--- config.mk ---
export PLATFORM = sky130hd
export DESIGN_NAME = sync_fifo_flags
export DESIGN_NICKNAME = d
export VERILOG_FILES = /design/src/rtl/sync_fifo_flags.sv
export SDC_FILE = /design/constraint.sdc
export NUM_CORES = 1
export LEC_CHECK = 0
export ABC_AREA = 1
export CAP_MARGIN = 20
export CORE_MARGIN = 1.5
export CORE_UTILIZATION = 30
export CTS_BUF_LIST = sky130_fd_sc_hd__clkbuf_4 sky130_fd_sc_hd__clkbuf_8
export DETAILED_ROUTE_END_ITERATION = 8
export PLACE_DENSITY = 0.55
export SYNTH_ARGS = -nofsm -noshare
export SYNTH_HDL_FRONTEND = slang
export SYNTH_SLANG_ARGS = --single-unit
--- constraint.sdc ---
create_clock -name clk -period 2.5 [get_ports clk]
set_clock_uncertainty 0.15 [all_clocks]
set_input_delay 0.625 -clock clk [delete_from_list [all_inputs] [get_ports clk]]
set_output_delay 0.625 -clock clk [all_outputs]
set_load 0.02 [all_outputs]
--- src/rtl/sync_fifo_flags.sv ---
// rtl/sync_fifo_flags.sv - single-clock FIFO with occupancy count, threshold flags and error pulses
//
// Purpose:
//   Parametrised single-clock FIFO. Keeps an explicit occupancy count and
//   derives full/empty/almost_full/almost_empty from it. A rejected write or
//   read produces a registered one-cycle overflow/underflow pulse and changes
//   no other state.
//
// Optional feature macro: SYNC_FIFO_FWFT_EN
//   Defined   : first-word-fall-through. data_out shows the head word
//               combinationally while not empty (0 when empty), and read_en
//               pops the head.
//   Undefined : registered read. data_out updates the cycle after an
//               accepted read and holds otherwise.
//
// Ports:
//   clk          in   system clock, rising edge
//   reset        in   synchronous active-high reset
//   write_en     in   write request
//   data_in      in   write data, DATA_WIDTH bits
//   read_en      in   read request (pop acknowledge in FWFT mode)
//   data_out     out  read data, DATA_WIDTH bits
//   full         out  count == DEPTH
//   empty        out  count == 0
//   almost_full  out  count >= AF_THRESH
//   almost_empty out  count <= AE_THRESH
//   count        out  occupancy 0..DEPTH, $clog2(DEPTH)+1 bits
//   overflow     out  one-cycle pulse: write rejected
//   underflow    out  one-cycle pulse: read rejected

module sync_fifo_flags #(
  parameter int DATA_WIDTH = 8,
  parameter int DEPTH      = 16,
  parameter int AF_THRESH  = DEPTH - 2,
  parameter int AE_THRESH  = 2
) (
  input  logic                     clk,
  input  logic                     reset,
  input  logic                     write_en,
  input  logic [DATA_WIDTH-1:0]    data_in,
  input  logic                     read_en,
  output logic [DATA_WIDTH-1:0]    data_out,
  output logic                     full,
  output logic                     empty,
  output logic                     almost_full,
  output logic                     almost_empty,
  output logic [$clog2(DEPTH):0]   count,
  output logic                     overflow,
  output logic                     underflow
);

  localparam int AW = $clog2(DEPTH);
  localparam int CW = AW + 1;

  localparam logic [CW-1:0] DEPTH_C = CW'(DEPTH);
  localparam logic [CW-1:0] AF_C    = CW'(AF_THRESH);
  localparam logic [CW-1:0] AE_C    = CW'(AE_THRESH);

  if ((DEPTH < 4) || ((DEPTH & (DEPTH - 1)) != 0)) begin : g_bad_depth
    $error("sync_fifo_flags: DEPTH must be a power of two and at least 4");
  end
  if ((AF_THRESH < 1) || (AF_THRESH > DEPTH)) begin : g_bad_af
    $error("sync_fifo_flags: AF_THRESH must be in 1..DEPTH");
  end
  if ((AE_THRESH < 0) || (AE_THRESH > DEPTH - 1)) begin : g_bad_ae
    $error("sync_fifo_flags: AE_THRESH must be in 0..DEPTH-1");
  end

  logic [DATA_WIDTH-1:0] mem_q [DEPTH];

  logic [AW-1:0] wr_ptr_q, wr_ptr_d;
  logic [AW-1:0] rd_ptr_q, rd_ptr_d;
  logic [CW-1:0] count_q,  count_d;
  logic          overflow_q,  overflow_d;
  logic          underflow_q, underflow_d;

  logic wr_ok;
  logic rd_ok;

  // Flags come straight from the count register so they never glitch.
  assign full         = (count_q == DEPTH_C);
  assign empty        = (count_q == '0);
  assign almost_full  = (count_q >= AF_C);
  assign almost_empty = (count_q <= AE_C);
  assign count        = count_q;
  assign overflow     = overflow_q;
  assign underflow    = underflow_q;

  // A full FIFO still takes a write when the same cycle pops a word.
  assign rd_ok = read_en && !empty;
  assign wr_ok = write_en && (!full || rd_ok);

  always_comb begin
    wr_ptr_d    = wr_ptr_q;
    rd_ptr_d    = rd_ptr_q;
    count_d     = count_q;
    overflow_d  = write_en && !wr_ok;
    underflow_d = read_en && !rd_ok;

    if (wr_ok) begin
      wr_ptr_d = wr_ptr_q + AW'(1);
    end
    if (rd_ok) begin
      rd_ptr_d = rd_ptr_q + AW'(1);
    end

    case ({wr_ok, rd_ok})
      2'b10:   count_d = count_q + CW'(1);
      2'b01:   count_d = count_q - CW'(1);
      default: count_d = count_q;
    endcase
  end

  always_ff @(posedge clk) begin
    if (reset) begin
      wr_ptr_q    <= '0;
      rd_ptr_q    <= '0;
      count_q     <= '0;
      overflow_q  <= 1'b0;
      underflow_q <= 1'b0;
    end else begin
      wr_ptr_q    <= wr_ptr_d;
      rd_ptr_q    <= rd_ptr_d;
      count_q     <= count_d;
      overflow_q  <= overflow_d;
      underflow_q <= underflow_d;
    end
  end

  // Storage is deliberately not reset; the pointers and count define what is valid.
  always_ff @(posedge clk) begin
    if (!reset && wr_ok) begin
      mem_q[wr_ptr_q] <= data_in;
    end
  end

`ifdef SYNC_FIFO_FWFT_EN
  assign data_out = empty ? '0 : mem_q[rd_ptr_q];
`else
  logic [DATA_WIDTH-1:0] data_out_q;

  always_ff @(posedge clk) begin
    if (reset) begin
      data_out_q <= '0;
    end else if (rd_ok) begin
      data_out_q <= mem_q[rd_ptr_q];
    end
  end

  assign data_out = data_out_q;
`endif

endmodule

# Yosys cells after proc, flatten, opt, wreduce, memory -nomap -nowiden
# Memories as Yosys holds them, arrays and structs flattened. A register that Yosys moved wholly into a read port is not among the register bits.
# Index checks and enable logic that the tools add are counted.
# word_totals
word_cells,31
regBits,15
out_inout_bits,19
mem_bits_rw,128
mem_count,1
inputBits,12
# memory_table
memory,depth,word_bits,rd,rd_clocked_by_memory_dff,wr,line_no,rtl
mem_q,16,8,1,1,1,69,logic [DATA_WIDTH-1:0] mem_q [DEPTH];
# classes
addsub,4
order_cmp,2
mux,3
reduce_logical,13
eq_ne,3
# op_table
operator,count
case mux 5 bit (2 select lines),1
"adder 4 x 1 -> 4 bit, second input constant",2
"adder 5 x 1 -> 5 bit, second input constant",1
"equality test 5 bit, second input constant",1
"greater-or-equal comparator 5 x 4 -> 1 bit, second input constant",1
"<= comparator 5 x 2 -> 1 bit, second input constant",1
logical AND 1 bit,5
zero test 1 bit,5
zero test 5 bit,1
"subtractor 5 x 1 -> 5 bit, second input constant",1
"equality test 2 x 1 -> 1 bit, second input constant",1
"equality test 2 bit, second input constant",1
2-to-1 mux 1 bit,2
nonzero test 2 bit,1
logical OR 1 bit,1

# Longest topological paths before layout
# Gate-level depths: netlist (run 1).
# logic_depth
depth_word,8
depth_mapped,15
mapped_depth_nobuf,15

# Worst setup path after synthesis (run 1)
# No wires, ideal clock.
# synth_path
kind,register -> output
start,reg count_q[1] (netlist: count[1])
end,out almost_empty
path_slack_ps,127
stages_incl_launch_ff,2
required_time_ps,1725
t_arrival_ps,1598
cell_sequence,dfxtp_1 -> a2111oi_0
# synth_between
elab_chain_cells,1
# synth_lines
item,line_no,rtl
"start, declared",73,"logic [CW-1:0] count_q, count_d;"
"start signal, assigned",124,count_q <= count_d;
<= comparator 5 x 2 -> 1 bit,84,assign almost_empty = (count_q <= AE_C);
"end, declared",46,"output logic almost_empty,"
# Every way passes these cells.

# Worst setup path after layout (run 1)
# Same ends and word-level chain as after synthesis.

==> results of run 1 <==
-- cell usage after synthesis, types with 7 or more instances --
| cell type | n |
|---|---|
| nand2_1 | 194 |
| edfxtp_1 | 128 |
| nand3_1 | 89 |
| inv_1 | 86 |
| nor2_1 | 61 |
| dfxtp_1 | 23 |
| o21ai_0 | 15 |
| buf_2 | 13 |
| nand3_2 | 9 |
| a21oi_1 | 8 |
| ha_1 | 8 |
| buf_4 | 7 |
-- state kept, by name (all words and copies together), names as in the netlist --
signal / cells
count: 5
data_out: 8
mem_q: 128
overflow: 1
rd_ptr_q: 4
underflow: 1
wr_ptr_q: 4
-- worst min-delay path, cell delays in order, from the launching register on --
cell,delay (ns)
dfxtp_1,0.35
nand2_1,0.07
a21oi_1,0.05
-- layout by cell type, fill, tap and decap left out, types with 2 or more instances in the layout --
cell	count
nor3_1	2
buf_12	2
o21ai_0	15
nor2_1	61
inv_1	86
dlygate4sd2_1	3
inv_2	5
clkinvlp_4	6
nand3_1	89
dfxtp_1	17
bufinv_16	3
ha_1	8
nand2_1	194
edfxtp_1	128
clkbuf_8	17
clkdlybuf4s50_1	26
a21oi_1	8
buf_4	40
inv_6	3
xor2_1	4
nand3_2	9
clkinv_1	4
dfxtp_2	6
-- cells by family (layout without fill, tap and decap cells) --
logic type / Yosys count / count (layout) / synth area share
adders and majority gates: 9 / 9 / 0.0180
AOI/OAI and AO/OA: 26 / 26 / 0.0210
buffers and inverters: 121 / 197 / 0.0785
DFF: 151 / 151 / 0.646
and+or+nand+nor: 359 / 359 / 0.231
xor gates and xnor gates: 4 / 4 / 0.00526
-- metrics by stage --
step / cell area [µm²] / util
after floorplan: 6660 / -
after global placement: 7480 / 0.343
after detailed placement: 7480 / 0.343
after CTS: 7890 / 0.361
after global routing: 7900 / 0.362
final: 7900 / 0.362
-- power by group --
part	total, mW	internal [mW]	leakage (nW)	switching, mW
sequential	2.95	2.84	1.34	0.104
clock	1.93	0.987	0.186	0.943
combinational	1.88	0.674	1.77	1.20
total	6.75	4.51	3.30	2.25
-- final cells by class --
type,count,area share
Clock buffer,17,0.0296
Timing Repair Buffer,72,0.0809
Inverter,93,0.0442
Multi-Input combinational cell,398,0.233
Clock inverter,15,0.0225
Sequential cell,151,0.546
Tap cell,280,0.0443
-- final timing paths --
| check | endpoint | cells past startpoint |
|---|---|---|
| max | almost_empty | 2 |
| min | wr_ptr_q[3] | 2 |
| max reg2reg | count[4] | 15 |
| min reg2reg | wr_ptr_q[3] | 2 |
-- per-layer routing --
metal / vias up / global-route usage / share of wire
li1: 2294 / - / -
met1: 2131 / 0.177 / 0.46
met2: 71 / 0.235 / 0.49
met3: 20 / 0.0308 / 0.034
met4: 0 / 0.0541 / 0.019
met5: - / 0 / 0
==> results.tsv, run 1 <==
stage	metric	value	unit
clock_network	clock tree buffer depth	2	
timing	RSZ-0062 raised after global routing	no	
final_layout	Register Area	4310	µm²
power	VDD IR max	0.382	mV
yosys	Post-synth EDFFs	128	
yosys	Post-synth ARST share	0	
clock_network	Skew-Pair Late Insertion Delay	0.46	ns
drt	Via Count	4516	
drt	final wirelength	15.4	mm
die	Ports	31	
placed_design	pre-CTS setup slack	-0.147	ns
worst_hold_path	hold_sp	wr_ptr_q[3]	
yosys	synthesized area per cell	9.94	µm²
final_layout	nets	754	
worst_hold_path	Hold WC Path Type	reg2reg	
setup_path	Crit path largest cell delay	0.37	ns
yosys	post-synth top area share	0.577	
die	Die Wd	152	µm
setup_path	crit path buf inv count	1	
placed_design	placed cells	994	
drt	Initial DRC Count	287	
global_routing	GR Util All Layers	0.140	
die	Initial Util	0.305	
clock_network	clk slew on worst S/H paths	0.08	ns
timing	Max Slew Vio Count	0	
clock_network	CTS Hold Buffers Added	0	
job	Max-Cap Viols	0	
yosys	most used flip-flop cell after synthesis	edfxtp_1	
global_routing	grt total ovfl	0	
outcome	status	finished, final reports clean	
drt	Vias/cell	4.40	
setup_path	crit path max fanout	7	
power	static leakage	3.30	nW
yosys	Syn Inst Count	670	
timing	minimum clock period after layout	2.31	ns
drt	DRC viols	0	
die	core footprint	21800	µm²
yosys	syn nets	691	
setup_path	delay-heaviest family, CP	flip-flops	
global_routing	global-route wire length before repair	24.4	mm
die	DIE AREA	23100	µm²
clock_network	H-tree Lvls	4	
timing	worst-margin pin slew	0.648	ns
placed_design	Placer Congestion	0.778	
clock_network	clk root buf	clkbuf_8	
clock_network	post-CTS setup buffer count	0	
setup_path	WP data required	1.73	ns
timing	Fin. Hold Viols	0	
final_layout	fillers	2173	
power	PnR Total Power	6.75	mW
placed_design	HPWL after detailed placement	9.89	mm
final_layout	Syn-to-layout area delta	18.6	%
drt	WL per Instance	15.0	µm
setup_path	Worst Setup Path Type	reg2out	
die	Core Rows	54	
drt	final antenna-violating net count	0	
setup_path	flop-to-flop setup slack	0.28	ns
timing	setup slack after layout	0.188	ns
yosys	Area contributors post-synth	edfxtp_1, nand2_1, dfxtp_1, nand3_1, inv_1	
setup_path	type of origin of the critical path	flop	
global_routing	pin count of the biggest net entering global routing	67	
timing	highest clock rate	432	MHz
timing	Slew headroom	0.567	
timing	period utilisation layout	0.925	
yosys	Unique masters post-synth	27	
global_routing	antenna violations before repair	0	
clock_network	post-CTS sizing	5	
yosys	leading area contributor after synthesis	edfxtp_1	
timing	final hold slack	0.362	ns
setup_path	slowest CP cell	dfxtp_2	
final_layout	Non-Filler Instances	1026	
final_layout	multi-input logic area	1840	µm²
setup_path	Worst R2R Start	count[1]	
power	Pwr per Cell Area	855	nW/µm²
timing	Final Setup Violations	0	
setup_path	Worst EP arrival	1.54	ns
yosys	Synth Register Bits	151	
die	die height	152	µm
global_routing	vias in the first global route	4450	
final_layout	share of layout cells above drive strength 1	0.131	
placed_design	port bufs	30	
yosys	YS warnings	0	
clock_network	clock sink count	151	
setup_path	worst setup path start	count[1]	
clock_network	Num CTS Buffers	17	
yosys	synthesized area	6660	µm²
final_layout	antenna fix cells	0	
drt	DR pass1 iterations	4	
clock_network	CTS tree	done	
yosys	Seq/Total Area, Yosys	0.646	
setup_path	CP cell instances	a2111oi_2 -> dlygate4sd2_1	
timing	Post-Route Setup TNS	0	ns
setup_path	critical path endpoint category	output pin	
(Power assumes the default switching activity.)
==> run 2: changes to the inputs <==
ABC_CLOCK_PERIOD_IN_PS = 2500   (was not set)
GPL_TIMING_DRIVEN = 0   (was not set)
==> results.tsv, run 2 (synthesis results as in run 1) <==
stage	metric	value	unit	change
power	Sw Share	0.349		+0.0164
global_routing	GR Util All Layers	0.144		+0.00343
final_layout	Non-Filler Instances	1012		-1.4%
clock_network	clock tree buffer depth	2		unchanged
global_routing	antenna violations before repair	0		unchanged
timing	final hold slack	0.368	ns	+0.00612 ns
final_layout	most frequent cells in the layout	nand2_1, edfxtp_1, nand3_1		
die	Core Rows	54		unchanged
clock_network	CTS Hold Buffers Added	0		unchanged
setup_path	WP data required	2.44	ns	+0.71 ns
timing	RSZ-0062 raised after global routing	yes		
timing	Fin. Hold Viols	0		unchanged
die	Ports	31		unchanged
power	Comb power frac	0.287		+0.009
drt	DR pass1 iterations	5		+1
setup_path	Worst Setup Path Type	in2reg		
power	Seq pwr share	0.442		+0.005
final_layout	Largest Register	mem_q		
power	Int Pwr	4.33	mW	-4.0%
final_layout	Util after Layout	0.354		-0.00768
final_layout	Largest register FFs	128		unchanged
die	die height	152	µm	unchanged
die	DIE AREA	23100	µm²	unchanged
power	PnR Total Power	6.65	mW	-1.6%
drt	final wirelength	15.8	mm	+2.6%
final_layout	Syn-to-layout area delta	16.1	%	
die	Initial Util	0.305		unchanged
timing	highest clock rate	396	MHz	-8.4%
power	VDD IR max	0.374	mV	-2.1%
global_routing	pin count of the biggest net entering global routing	17		-75%
placed_design	Post-DP Area	7310	µm²	-2.2%
outcome	failing checks	setup timing		
timing	worst-margin pin slew	0.824	ns	+0.176 ns
timing	Max Slew Vio Count	0		unchanged
final_layout	nets	740		-1.9%
timing	period utilisation layout	1.01		+0.0844
placed_design	Placer Congestion	0.820		+5.4%
clock_network	clock sink count	151		unchanged
drt	WL per Instance	15.6	µm	+4.0%
timing	Slew headroom	0.449		-0.117
timing	setup slack after layout	-0.0234	ns	-0.211 ns
drt	Via Count	4514		-0.044%
placed_design	port bufs	30		unchanged
clock_network	clk root buf	clkbuf_8		
global_routing	grt total ovfl	0		unchanged
placed_design	HPWL after detailed placement	10.8	mm	+9.3%
drt	final antenna-violating net count	0		unchanged
setup_path	type of origin of the critical path	input port		
final_layout	share of layout cells above drive strength 1	0.128		-0.00295
clock_network	Num CTS Buffers	17		unchanged
final_layout	antenna fix cells	0		unchanged
global_routing	global-route wire length before repair	24.8	mm	+1.8%
clock_network	post-CTS sizing	5		unchanged
timing	minimum clock period after layout	2.52	ns	+0.211 ns
setup_path	crit path max fanout	8		+1
final_layout	fillers	2190		+0.78%
placed_design	placed cells	980		-1.4%
drt	DRC viols	0		unchanged
drt	Vias/cell	4.46		+1.3%
power	NetSw	2.32	mW	+3.3%
final_layout	design area	7730	µm²	-2.1%
clock_network	CTS tree	done		
drt	Initial DRC Count	378		+32%
die	core footprint	21800	µm²	unchanged
final_layout	commonest non-fill, non-tap cell in the layout	nand2_1		
job	Max-Cap Viols	0		unchanged
timing	Post-Route Setup TNS	-0.180	ns	-0.180 ns
power	Pwr per Cell Area	860	nW/µm²	+0.58%
power	static leakage	3.15	nW	-4.3%
power	clock share of power	0.271		-0.015
clock_network	clk slew on worst S/H paths	0.09	ns	about the same
die	Die Wd	152	µm	unchanged
clock_network	Skew-Pair Late Insertion Delay	0.46	ns	about the same
global_routing	vias in the first global route	4402		-1.1%
placed_design	pre-CTS setup slack	-0.535	ns	-0.388 ns
setup_path	Worst EP arrival	2.47	ns	+0.93 ns
outcome	status	finished with violations		
timing	Final Setup Violations	8		+8
worst_hold_path	Hold WC Path Type	reg2reg		
setup_path	critical path endpoint category	flop		
clock_network	H-tree Lvls	4		unchanged
clock_network	post-CTS setup buffer count	0		unchanged
[run 2: path summary, 6_finish.rpt]
path	startpoint	endpoint	slack, ns	cells past startpoint
worst min register to register	wr_ptr_q[3]	wr_ptr_q[3]	0.37	2
worst min-delay path	wr_ptr_q[3]	wr_ptr_q[3]	0.37	2
worst max-delay path	read_en	mem_q[15][2]	-0.02	7
worst max register to register	count[0]	mem_q[15][2]	0.12	8
[run 2: final cells by class]
class	count	area (µm²)	area share
Timing Repair Buffer	30	297	0.0383
Clock buffer	18	241	0.0312
Inverter	93	349	0.0451
Tap cell	280	350	0.0453
Multi-Input combinational cell	398	1870	0.242
Clock inverter	14	140	0.0181
Sequential cell	151	4310	0.557
Buffer	28	174	0.0225
[run 2: worst max-delay path, cell delays in order]
cell and delay, ns:
clkdlybuf4s50_1 0.53, inv_1 0.07, nand2_1 0.10, nand2_2 0.14, nor2_4 0.15, nand2_1 0.18
nor2_1 0.67
[run 2: layer usage]
metal / global-route usage / up-vias / wire [µm]
met5: 0 / - / 0
met4: 0.0624 / 0 / 409
met1: 0.193 / 2101 / 7420
met3: 0.0291 / 25 / 782
met2: 0.226 / 116 / 7210
li1: - / 2272 / -
[run 2: power by group through the flow]
stage / Combinational [mW] / Clock [mW] / Sequential [mW]
4_1_cts: 1.91 / 1.84 / 2.94
3_3_place_gp: 1.91 / 0 / 2.99
6_report: 1.91 / 1.80 / 2.94
5_1_grt: 2.10 / 1.94 / 2.96
2_1_floorplan: 1.14 / 0 / 3.06
3_5_place_dp: 1.91 / 0 / 2.99
